## src/rtl/axis_framer_pkg.sv

```systemverilog
// Shared constants for the AXI-stream packet framer: header field placement,
// FSM state encoding and output tuser bit meanings.
package axis_framer_pkg;

    // Header field placement. The channel field sits directly above the
    // sequence field, so its LSB depends on the sequence width.
    localparam int MAGIC_LSB = 0;
    localparam int MAGIC_W   = 16;
    localparam int SEQ_LSB   = 16;
    localparam int CHAN_W    = 8;

    localparam logic [15:0] HDR_MAGIC_DEFAULT = 16'hA55A;

    // Framer FSM encoding
    localparam logic [1:0] ST_IDLE    = 2'd0;
    localparam logic [1:0] ST_PAYLOAD = 2'd1;
    localparam logic [1:0] ST_DRAIN   = 2'd2;

    // Output tuser bits
    localparam int USER_W    = 2;
    localparam int HDR_BIT   = 0;
    localparam int TRUNC_BIT = 1;

    // LSB of the channel field for a given sequence counter width
    function automatic int chan_lsb(input int seq_width);
        return SEQ_LSB + seq_width;
    endfunction

endpackage

```

## src/rtl/axis_skid_buffer.sv

```systemverilog
// Two-entry registered pipeline slice. Both the output side and the input
// ready come straight from flops; a second (skid) entry absorbs the beat that
// arrives while the output is stalled, so full throughput is kept.
module axis_skid_buffer #(
    parameter int WIDTH = 8
) (
    input  logic             clk,
    input  logic             rst_n,
    input  logic             s_valid,
    output logic             s_ready,
    input  logic [WIDTH-1:0] s_data,
    output logic             m_valid,
    input  logic             m_ready,
    output logic [WIDTH-1:0] m_data
);

    logic             ready_reg, ready_next;
    logic             out_valid_reg, out_valid_next;
    logic             skid_valid_reg, skid_valid_next;
    logic [WIDTH-1:0] out_data_reg, out_data_next;
    logic [WIDTH-1:0] skid_data_reg, skid_data_next;
    logic             in_fire;
    logic             out_free;

    assign in_fire  = s_valid && ready_reg;
    assign out_free = !out_valid_reg || m_ready;

    // Next-state: refill the output entry from skid first, then from input
    always_comb begin
        out_valid_next  = out_valid_reg;
        out_data_next   = out_data_reg;
        skid_valid_next = skid_valid_reg;
        skid_data_next  = skid_data_reg;
        if (out_free) begin
            if (skid_valid_reg) begin
                out_valid_next  = 1'b1;
                out_data_next   = skid_data_reg;
                skid_valid_next = in_fire;
                skid_data_next  = in_fire ? s_data : skid_data_reg;
            end else begin
                out_valid_next = in_fire;
                if (in_fire) begin
                    out_data_next = s_data;
                end
            end
        end else if (in_fire) begin
            skid_valid_next = 1'b1;
            skid_data_next  = s_data;
        end
        ready_next = !skid_valid_next;
    end

    // State registers; ready stays low during reset and rises one cycle after
    always_ff @(posedge clk or negedge rst_n) begin
        if (!rst_n) begin
            ready_reg      <= 1'b0;
            out_valid_reg  <= 1'b0;
            skid_valid_reg <= 1'b0;
            out_data_reg   <= '0;
            skid_data_reg  <= '0;
        end else begin
            ready_reg      <= ready_next;
            out_valid_reg  <= out_valid_next;
            skid_valid_reg <= skid_valid_next;
            out_data_reg   <= out_data_next;
            skid_data_reg  <= skid_data_next;
        end
    end

    assign s_ready = ready_reg;
    assign m_valid = out_valid_reg;
    assign m_data  = out_data_reg;

endmodule

```

## src/rtl/axis_packet_framer.sv

```systemverilog
// Packet framer behind the AXI-stream fan-in: prepends a header beat
// (magic, per-channel sequence number, channel), truncates payloads longer
// than MAX_WORDS beats and drops the overflow, and registers the output
// through a two-entry skid buffer.
module axis_packet_framer
    import axis_framer_pkg::*;
#(
    parameter int          NUM_CHAN   = 6,
    parameter int          DATA_WIDTH = 256,
    parameter int          SEQ_WIDTH  = 16,
    parameter int          MAX_WORDS  = 1024,
    parameter logic [15:0] HDR_MAGIC  = HDR_MAGIC_DEFAULT
) (
    input  logic                  s_axis_clk,
    input  logic                  s_axis_rstn,
    input  logic                  s_axis_tvalid,
    output logic                  s_axis_tready,
    input  logic [DATA_WIDTH-1:0] s_axis_tdata,
    input  logic                  s_axis_tlast,
    input  logic [NUM_CHAN-1:0]   s_axis_tuser,
    output logic                  m_axis_tvalid,
    input  logic                  m_axis_tready,
    output logic [DATA_WIDTH-1:0] m_axis_tdata,
    output logic                  m_axis_tlast,
    output logic [USER_W-1:0]     m_axis_tuser,
    output logic                  err_chan,
    output logic [15:0]           trunc_count
);

    localparam int CNT_W    = $clog2(MAX_WORDS);
    localparam int CHAN_LSB = chan_lsb(SEQ_WIDTH);
    localparam int SKID_W   = USER_W + 1 + DATA_WIDTH;
    localparam logic [NUM_CHAN:0]  NUM_CHAN_VAL = (NUM_CHAN + 1)'(NUM_CHAN);
    localparam logic [CNT_W-1:0]   LAST_CNT     = CNT_W'(MAX_WORDS - 1);

    logic [1:0]                    state_reg;
    logic [CNT_W-1:0]              cnt_reg;
    logic [15:0]                   trunc_count_reg;
    logic [NUM_CHAN*SEQ_WIDTH-1:0] seq_flat;

    logic                  c_valid;
    logic                  c_ready;
    logic                  c_last;
    logic [USER_W-1:0]     c_user;
    logic [DATA_WIDTH-1:0] c_data;
    logic                  c_fire;
    logic                  hdr_fire;
    logic                  at_max;

    logic                  chan_ok;
    logic [NUM_CHAN-1:0]   chan_hit;
    logic [SEQ_WIDTH-1:0]  seq_sel;
    logic [CHAN_W-1:0]     chan8;
    logic [DATA_WIDTH-1:0] hdr_data;
    logic [SKID_W-1:0]     skid_out;

    // Channel decode at packet start; out-of-range numbers match no counter
    assign chan_ok = {1'b0, s_axis_tuser} < NUM_CHAN_VAL;
    assign chan8   = CHAN_W'(s_axis_tuser);
    assign c_fire  = c_valid && c_ready;
    assign hdr_fire = c_fire && (state_reg == ST_IDLE);
    assign at_max  = (cnt_reg == LAST_CNT);

    // One sequence counter per channel, bumped when its header is handed off
    for (genvar gi = 0; gi < NUM_CHAN; gi++) begin : g_seq
        logic [SEQ_WIDTH-1:0] seq_cnt_reg;

        assign chan_hit[gi] = (s_axis_tuser == NUM_CHAN'(gi));
        assign seq_flat[gi*SEQ_WIDTH +: SEQ_WIDTH] = seq_cnt_reg;

        // Per-channel counter, wraps naturally at 2^SEQ_WIDTH
        always_ff @(posedge s_axis_clk or negedge s_axis_rstn) begin
            if (!s_axis_rstn) begin
                seq_cnt_reg <= '0;
            end else if (hdr_fire && chan_hit[gi]) begin
                seq_cnt_reg <= seq_cnt_reg + 1'b1;
            end
        end
    end

    // Sequence value for the header; all ones flags an unknown channel
    always_comb begin
        seq_sel = '1;
        for (int i = 0; i < NUM_CHAN; i++) begin
            if (chan_hit[i]) begin
                seq_sel = seq_flat[i*SEQ_WIDTH +: SEQ_WIDTH];
            end
        end
    end

    // Header beat assembly; unused upper bits are zero
    always_comb begin
        hdr_data = '0;
        hdr_data[MAGIC_LSB +: MAGIC_W]  = HDR_MAGIC;
        hdr_data[SEQ_LSB +: SEQ_WIDTH]  = seq_sel;
        hdr_data[CHAN_LSB +: CHAN_W]    = chan8;
    end

    // Core output and upstream ready, selected by FSM state
    always_comb begin
        c_valid       = 1'b0;
        c_data        = s_axis_tdata;
        c_last        = 1'b0;
        c_user        = '0;
        s_axis_tready = 1'b0;
        case (state_reg)
            ST_IDLE: begin
                // Header is emitted without consuming the first payload beat
                c_valid         = s_axis_tvalid;
                c_data          = hdr_data;
                c_user[HDR_BIT] = 1'b1;
            end
            ST_PAYLOAD: begin
                s_axis_tready     = c_ready;
                c_valid           = s_axis_tvalid;
                c_last            = s_axis_tlast || at_max;
                c_user[TRUNC_BIT] = at_max && !s_axis_tlast;
            end
            ST_DRAIN: begin
                s_axis_tready = 1'b1;
            end
            default: begin
                s_axis_tready = 1'b0;
            end
        endcase
    end

    // Framer FSM, payload word count and saturating truncation counter
    always_ff @(posedge s_axis_clk or negedge s_axis_rstn) begin
        if (!s_axis_rstn) begin
            state_reg       <= ST_IDLE;
            cnt_reg         <= '0;
            trunc_count_reg <= '0;
        end else begin
            case (state_reg)
                ST_IDLE: begin
                    if (hdr_fire) begin
                        cnt_reg   <= '0;
                        state_reg <= ST_PAYLOAD;
                    end
                end
                ST_PAYLOAD: begin
                    if (c_fire) begin
                        if (s_axis_tlast) begin
                            state_reg <= ST_IDLE;
                        end else if (at_max) begin
                            state_reg <= ST_DRAIN;
                            if (trunc_count_reg != 16'hFFFF) begin
                                trunc_count_reg <= trunc_count_reg + 16'd1;
                            end
                        end else begin
                            cnt_reg <= cnt_reg + 1'b1;
                        end
                    end
                end
                ST_DRAIN: begin
                    if (s_axis_tvalid && s_axis_tlast) begin
                        state_reg <= ST_IDLE;
                    end
                end
                default: begin
                    state_reg <= ST_IDLE;
                end
            endcase
        end
    end

    assign err_chan    = hdr_fire && !chan_ok;
    assign trunc_count = trunc_count_reg;

    axis_skid_buffer #(
        .WIDTH(SKID_W)
    ) u_skid (
        .clk     (s_axis_clk),
        .rst_n   (s_axis_rstn),
        .s_valid (c_valid),
        .s_ready (c_ready),
        .s_data  ({c_user, c_last, c_data}),
        .m_valid (m_axis_tvalid),
        .m_ready (m_axis_tready),
        .m_data  (skid_out)
    );

    assign m_axis_tdata = skid_out[DATA_WIDTH-1:0];
    assign m_axis_tlast = skid_out[DATA_WIDTH];
    assign m_axis_tuser = skid_out[SKID_W-1 -: USER_W];

endmodule

```

## config.mk

```make
export PLATFORM = sky130hd
export DESIGN_NAME = axis_packet_framer
export DESIGN_NICKNAME = d
export VERILOG_FILES = /design/src/rtl/axis_framer_pkg.sv /design/src/rtl/axis_skid_buffer.sv /design/src/rtl/axis_packet_framer.sv
export SDC_FILE = /design/constraint.sdc
export NUM_CORES = 1
export LEC_CHECK = 0
export BUFFER_PORTS_ARGS = -buffer_cell sky130_fd_sc_hd__buf_2
export CORE_MARGIN = 3
export CORE_UTILIZATION = 61
export CTS_CLUSTER_DIAMETER = 200
export CTS_CLUSTER_SIZE = 24
export DETAILED_ROUTE_END_ITERATION = 10
export PLACE_DENSITY = 0.82
export SETUP_SLACK_MARGIN = 0.02
export SLEW_MARGIN = 20
export SYNTH_ARGS = -nofsm -noshare
export SYNTH_HDL_FRONTEND = slang
export SYNTH_HIERARCHICAL = 1
export SYNTH_SLANG_ARGS = --single-unit
```

## constraint.sdc

```tcl
create_clock -name s_axis_clk -period 4.3 [get_ports s_axis_clk]
set_clock_uncertainty 0.2 [all_clocks]
set_input_delay 0.215 -clock s_axis_clk [delete_from_list [all_inputs] [get_ports s_axis_clk]]
set_output_delay 0.215 -clock s_axis_clk [all_outputs]
set_load 0.05 [all_outputs]
```

-- After elaboration in Yosys (flattened, before gate mapping)
Index checks and enable logic that the tools add are counted.
- flip-flop bits (word level): 645
- input port bits: 267
- output and inout bits: 278
- $add $sub $neg: 8
- $lt $le $gt $ge: 1
- equal/unequal tests: 16
- multiplexer cells: 32
- bitwise logic cells: 1
- reduce and logical (&&, ||, !) cells: 26
- operators by type and width (operator ; number):
    $mux 259 ; 5
    $mux 256 ; 1
    $add 16x1->16 const B ; 7
    $mux 16 ; 6
    $mux 10 ; 4
    $pmux 10 s2 ; 1
    $ne 16x16->1 const B ; 1
    $eq 6x2->1 const B ; 2
    $eq 6x3->1 const B ; 2
    $logic_and 1x1->1 ; 11
    $add 10x1->10 const B ; 1
    $eq 10x10->1 const B ; 1
    $mux 2 ; 5
    $ne 2x2->1 const B ; 5
    $reduce_and 5->1 ; 2
    $mux 1 ; 8
    $eq 6x1->1 const B ; 1
    $logic_not 6->1 ; 1
    $lt 6x3->1 const B ; 1
    $pmux 2 s3 ; 1
    $logic_not 1->1 ; 4
    $reduce_and 4->1 ; 1
    $reduce_bool 2->1 ; 2
    $ne 3x3->1 const B ; 1
    9 further kinds ; 10

-- Depth between registers and ports, before layout
- word-level depth: 11
- mapped depth: 11

-- Hierarchy
Netlist, hierarchy kept.
- modules (own cells, without submodules) (module ; instances ; cells an instance ; area each (um^2)):
    axis_skid_buffer ; 1 ; 1708 ; 21929.8
    axis_packet_framer ; 1 ; 911 ; 8196.6

-- Worst setup path before layout
Ideal clock, no wire load.
- path kind: reg2reg
- start point: reg state_reg[1]
- end point: reg u_skid.out_data_reg[234], in the netlist u_skid/m_data[234]
- setup time: 83 ps
- arrival time: 2215 ps
- required time: 4017 ps
- setup slack: 1803 ps
- cell stages (with the launch flop): 12
- path buffers: 4
- period minus slack after synthesis: 2497 ps
- path through: dfrtp_1 > inv_1 > ha_1 > clkbuf_1 > nor2_1 > nor2b_1 > a21oi_2 > or2_1 > buf_2 > buf_2 > clkbuf_2 > o21ai_0
- cells in the longest elaborated chain, start to end: 6
- elaborated cells between the ends (all ways): 10
- those cells by class: eq/ne (1); mux (4); reduce/logical (5)
- ends and longest elaborated chain (what ; RTL line ; RTL):
    from (decl) ; axis_packet_framer.sv:36 ; logic [1:0] state_reg;
    from (signal assigned) ; axis_packet_framer.sv:131 ; state_reg <= ST_IDLE;
    from (signal assigned) ; axis_packet_framer.sv:139 ; state_reg <= ST_PAYLOAD;
    from (signal assigned) ; axis_packet_framer.sv:145 ; state_reg <= ST_IDLE;
    $eq 2x1->1 or $logic_not 2->1 (tied branches) ; axis_packet_framer.sv:106 ; case (state_reg)
    $reduce_or 2->1 (no line) (*) ; -- ;
    $mux 1 (*) ; axis_packet_framer.sv:106 ;
    named net c_valid ; axis_packet_framer.sv:41 ; logic c_valid;
    $logic_and 1x1->1 (*) ; axis_skid_buffer.sv:25 ; assign in_fire = s_valid && ready_reg;
    $reduce_bool 2->1 (no line) (*) ; -- ;
    $reduce_and 2->1 (no line) (*) ; -- ;
    to (signal assigned) ; axis_skid_buffer.sv:65 ; out_data_reg <= out_data_next;
    to (decl) ; axis_skid_buffer.sv:20 ; logic [WIDTH-1:0] out_data_reg, out_data_next;
The timed path passes the listed nets; every way through them passes the cells marked *. The select of a mux whose other input is x is not followed.
A chain may end at the register's enable or synchronous reset.

-- Worst setup path after layout
- start point: reg state_reg[1]
- end point: reg u_skid.out_data_reg[147], in the netlist u_skid/m_data[147]
The elaborated chain is that of the path after synthesis.

==> qor.csv <==
metric;value;unit
post-route-period-util;75.6;%
syn_inst;2619;
holdCritPathClass;in2reg;
clk_latency;0.61;ns
critical_path_class;reg2reg;
ios;545;
clock-sinks;645;
cts_max_path_buffers;3;
start_util;62.4;%
grt_usage;33.9;%
crit_chain;inv_1 -> ha_1 -> nor2_1 -> nor2b_1 -> a21oi_4 -> or2_4 -> buf_4 -> o21ai_0;
startpoint_type;flop;
cp_data_required_time;4.54;ns
wl_per_cell;22.9;um
postSynthNetCount;2897;
endpoint_kind;flop;
maxCapViolCount;0;
synth_edf_count;0;
dr.first_iter.drc_count;2706;
yosys_warnings;6;
crit_fanout;83;
synthTopCellsByArea;dfrtp_1 (54%), mux2i_1 (9.2%), o21ai_0 (8.5%);
die_x;228;um
async_flop_share;100;%
reg2reg_slack;1.05;ns
grt_pass1_vias;25700;
antenna_found_initial;13;
die-area;52100;um^2
hold_depth;4;
grt_setup_unrepaired;false;
coreArea;48200;um^2
met3_usage;6.91;%
place.port_buffers;544;
dpl.hpwl;52900;um
grt_use_met1;42.9;%
fin_crit;3.25;ns
cpPeakStageDelay;0.73;ns
gp_congestion;0.926;
fmax;308;MHz
ys_seq_area_share;53.6;%
nets;3566;
ys_types;51;
h-tree-depth;1;
num_rows;80;
finalPower;24.9;mW
hold_buffers;268;
leakage;16.9;nW
drt-vias-per-instance;6.19;
power_density;682;nW/um^2
cts-root-buf;clkbuf_16;
critPathArrivalTime;3.49;ns
path_buf_inv;2;
fp.dieH;228;um
synth_area_leader_cell;dfrtp_1;
grt_pass1_wl;144000;um
setup_viol;0;
worstMarginPinSlew;1.16;ns
synthMostInstantiatedCell;dfrtp_1;
synth_top_cell_area_share;53.6;%
cts.clk_slew.worst_paths;0.10;ns
drt_first_pass_iters;6;
grt-busiest-layer;met2;
drt-total-wl;90800;um
slowest_stage;buf_4;
rr_worst_depth;8;
postSynthAreaPerCell;11.5;um^2
grtUsageMet2;56.6;%
cts-resized-gates;0;
layout-drive-gt1-share;21.5;%
mappedNetlistArea;30100;um^2
finalHoldViolCount;0;
drc;0;
hold_start;s_axis_tuser[1];
vdd_ir_drop_max;0.642;mV
area_growth;21.4;%
worstReg2RegStart;state_reg[1];
synth_seq_cells;645;
synth_common_cells;dfrtp_1 (645), o21ai_0 (512), mux2i_1 (277);
grt_max_degree;261;
slew_headroom;22.4;%
grt_remaining_overflow;0;
ys.flop_type;dfrtp_1;
post_cts_buffers;0;
numCtsBuffers;30;
antenna_left;0;
timing.final.max_slew_violations;0;
cts_tree;yes;
hold_end;g_seq[2].seq_cnt_reg[3];
regToRegEndpoint;u_skid/m_data[147];
finalSetupTns;0;ns
status;completed;
vias;24500;
path_delay_family;buffers and inverters;
## routing by layer
| metal | wire (um) | up-vias |
|---|---|---|
| met5 | 0 | - |
| met4 | 4950 | 0 |
| met1 | 34300 | 12300 |
| li1 | - | 10600 |
| met2 | 44000 | 1380 |
| met3 | 7540 | 295 |
## cells in the final DEF (no fill, tap or decap), drive strengths merged, types with 11 or more instances in the layout
| cell | count |
|---|---|
| and4 | 13 |
| nand4 | 30 |
| nor2b | 232 |
| o21ai | 521 |
| ha | 11 |
| xor2 | 26 |
| mux2 | 272 |
| mux2i | 277 |
| diode | 14 |
| nand2 | 71 |
| and3 | 25 |
| buf | 567 |
| dlygate4sd3 | 268 |
| o22ai | 16 |
| xnor2 | 83 |
| clkbuf | 31 |
| nor2 | 52 |
| a221oi | 16 |
| o221ai | 17 |
| dfrtp | 645 |
| nand3 | 49 |
## metrics by stage
step                      cell area (um^2)  hold slack [ns]  setup WS, ns  util (%)  cells
after floorplan                      30100           -0.281          1.80         -   2619
after global placement               33100            0.192          1.25      68.6   3644
after detailed placement             33100            0.201          1.14      68.6   3644
after CTS                            36500           0.0199          1.12      75.7   3945
after global routing                 36600           0.0599         0.803      75.8   3956
final                                36600           0.0596          1.05      75.8   3959
## worst max-delay path by stage
stage	cells past startpoint	endpoint	start
after floorplan	11	u_skid/m_data[234]	state_reg[1]
after global placement	8	u_skid/m_data[141]	state_reg[1]
after detailed placement	8	u_skid/m_data[195]	state_reg[1]
after CTS	5	err_chan	state_reg[0]
after global routing	8	u_skid/m_data[147]	state_reg[1]
final	8	u_skid/m_data[147]	state_reg[1]
## worst register-to-register path: stages (launching register included)
cell and delay (ns):
dfrtp_1 0.36, inv_1 0.09, ha_1 0.35, nor2_1 0.21, nor2b_1 0.13, a21oi_4 0.21, or2_4 0.45, buf_4 0.76
o21ai_0 0.34
## kinds of logic (layout without fill, tap and decap cells)
kind of cell / Yosys count / after routing / share of synthesized area [%]
mux: 549 / 549 / 19.4
xor+xnor: 109 / 109 / 3.17
compound gates: 593 / 593 / 10.6
flops: 645 / 645 / 53.6
buf+inv: 208 / 878 / 3.30
fa+ha+maj: 11 / 11 / 0.457
simple gates: 504 / 504 / 9.53
other cells: 0 / 14 / 0
## area by class of cell
cell class                 count  area [um^2]
antenna                       14         35.0
clock buffer                  31          754
clock inverter                 2         21.3
fill                        2983        11700
inverter                      10         37.5
multi-input combinational   1766        13000
sequential                   645        16100
tap                          656          821
timing repair buffer         835         5740
## report_power, final
part           switching [mW]  leakage [nW]  internal [mW]
Clock                    1.89         0.382           1.26
Combinational            8.49          8.11           3.72
Sequential               1.36          8.39           8.22
Total                    11.7          16.9           13.2
Power figures use the tool's default switching activity.
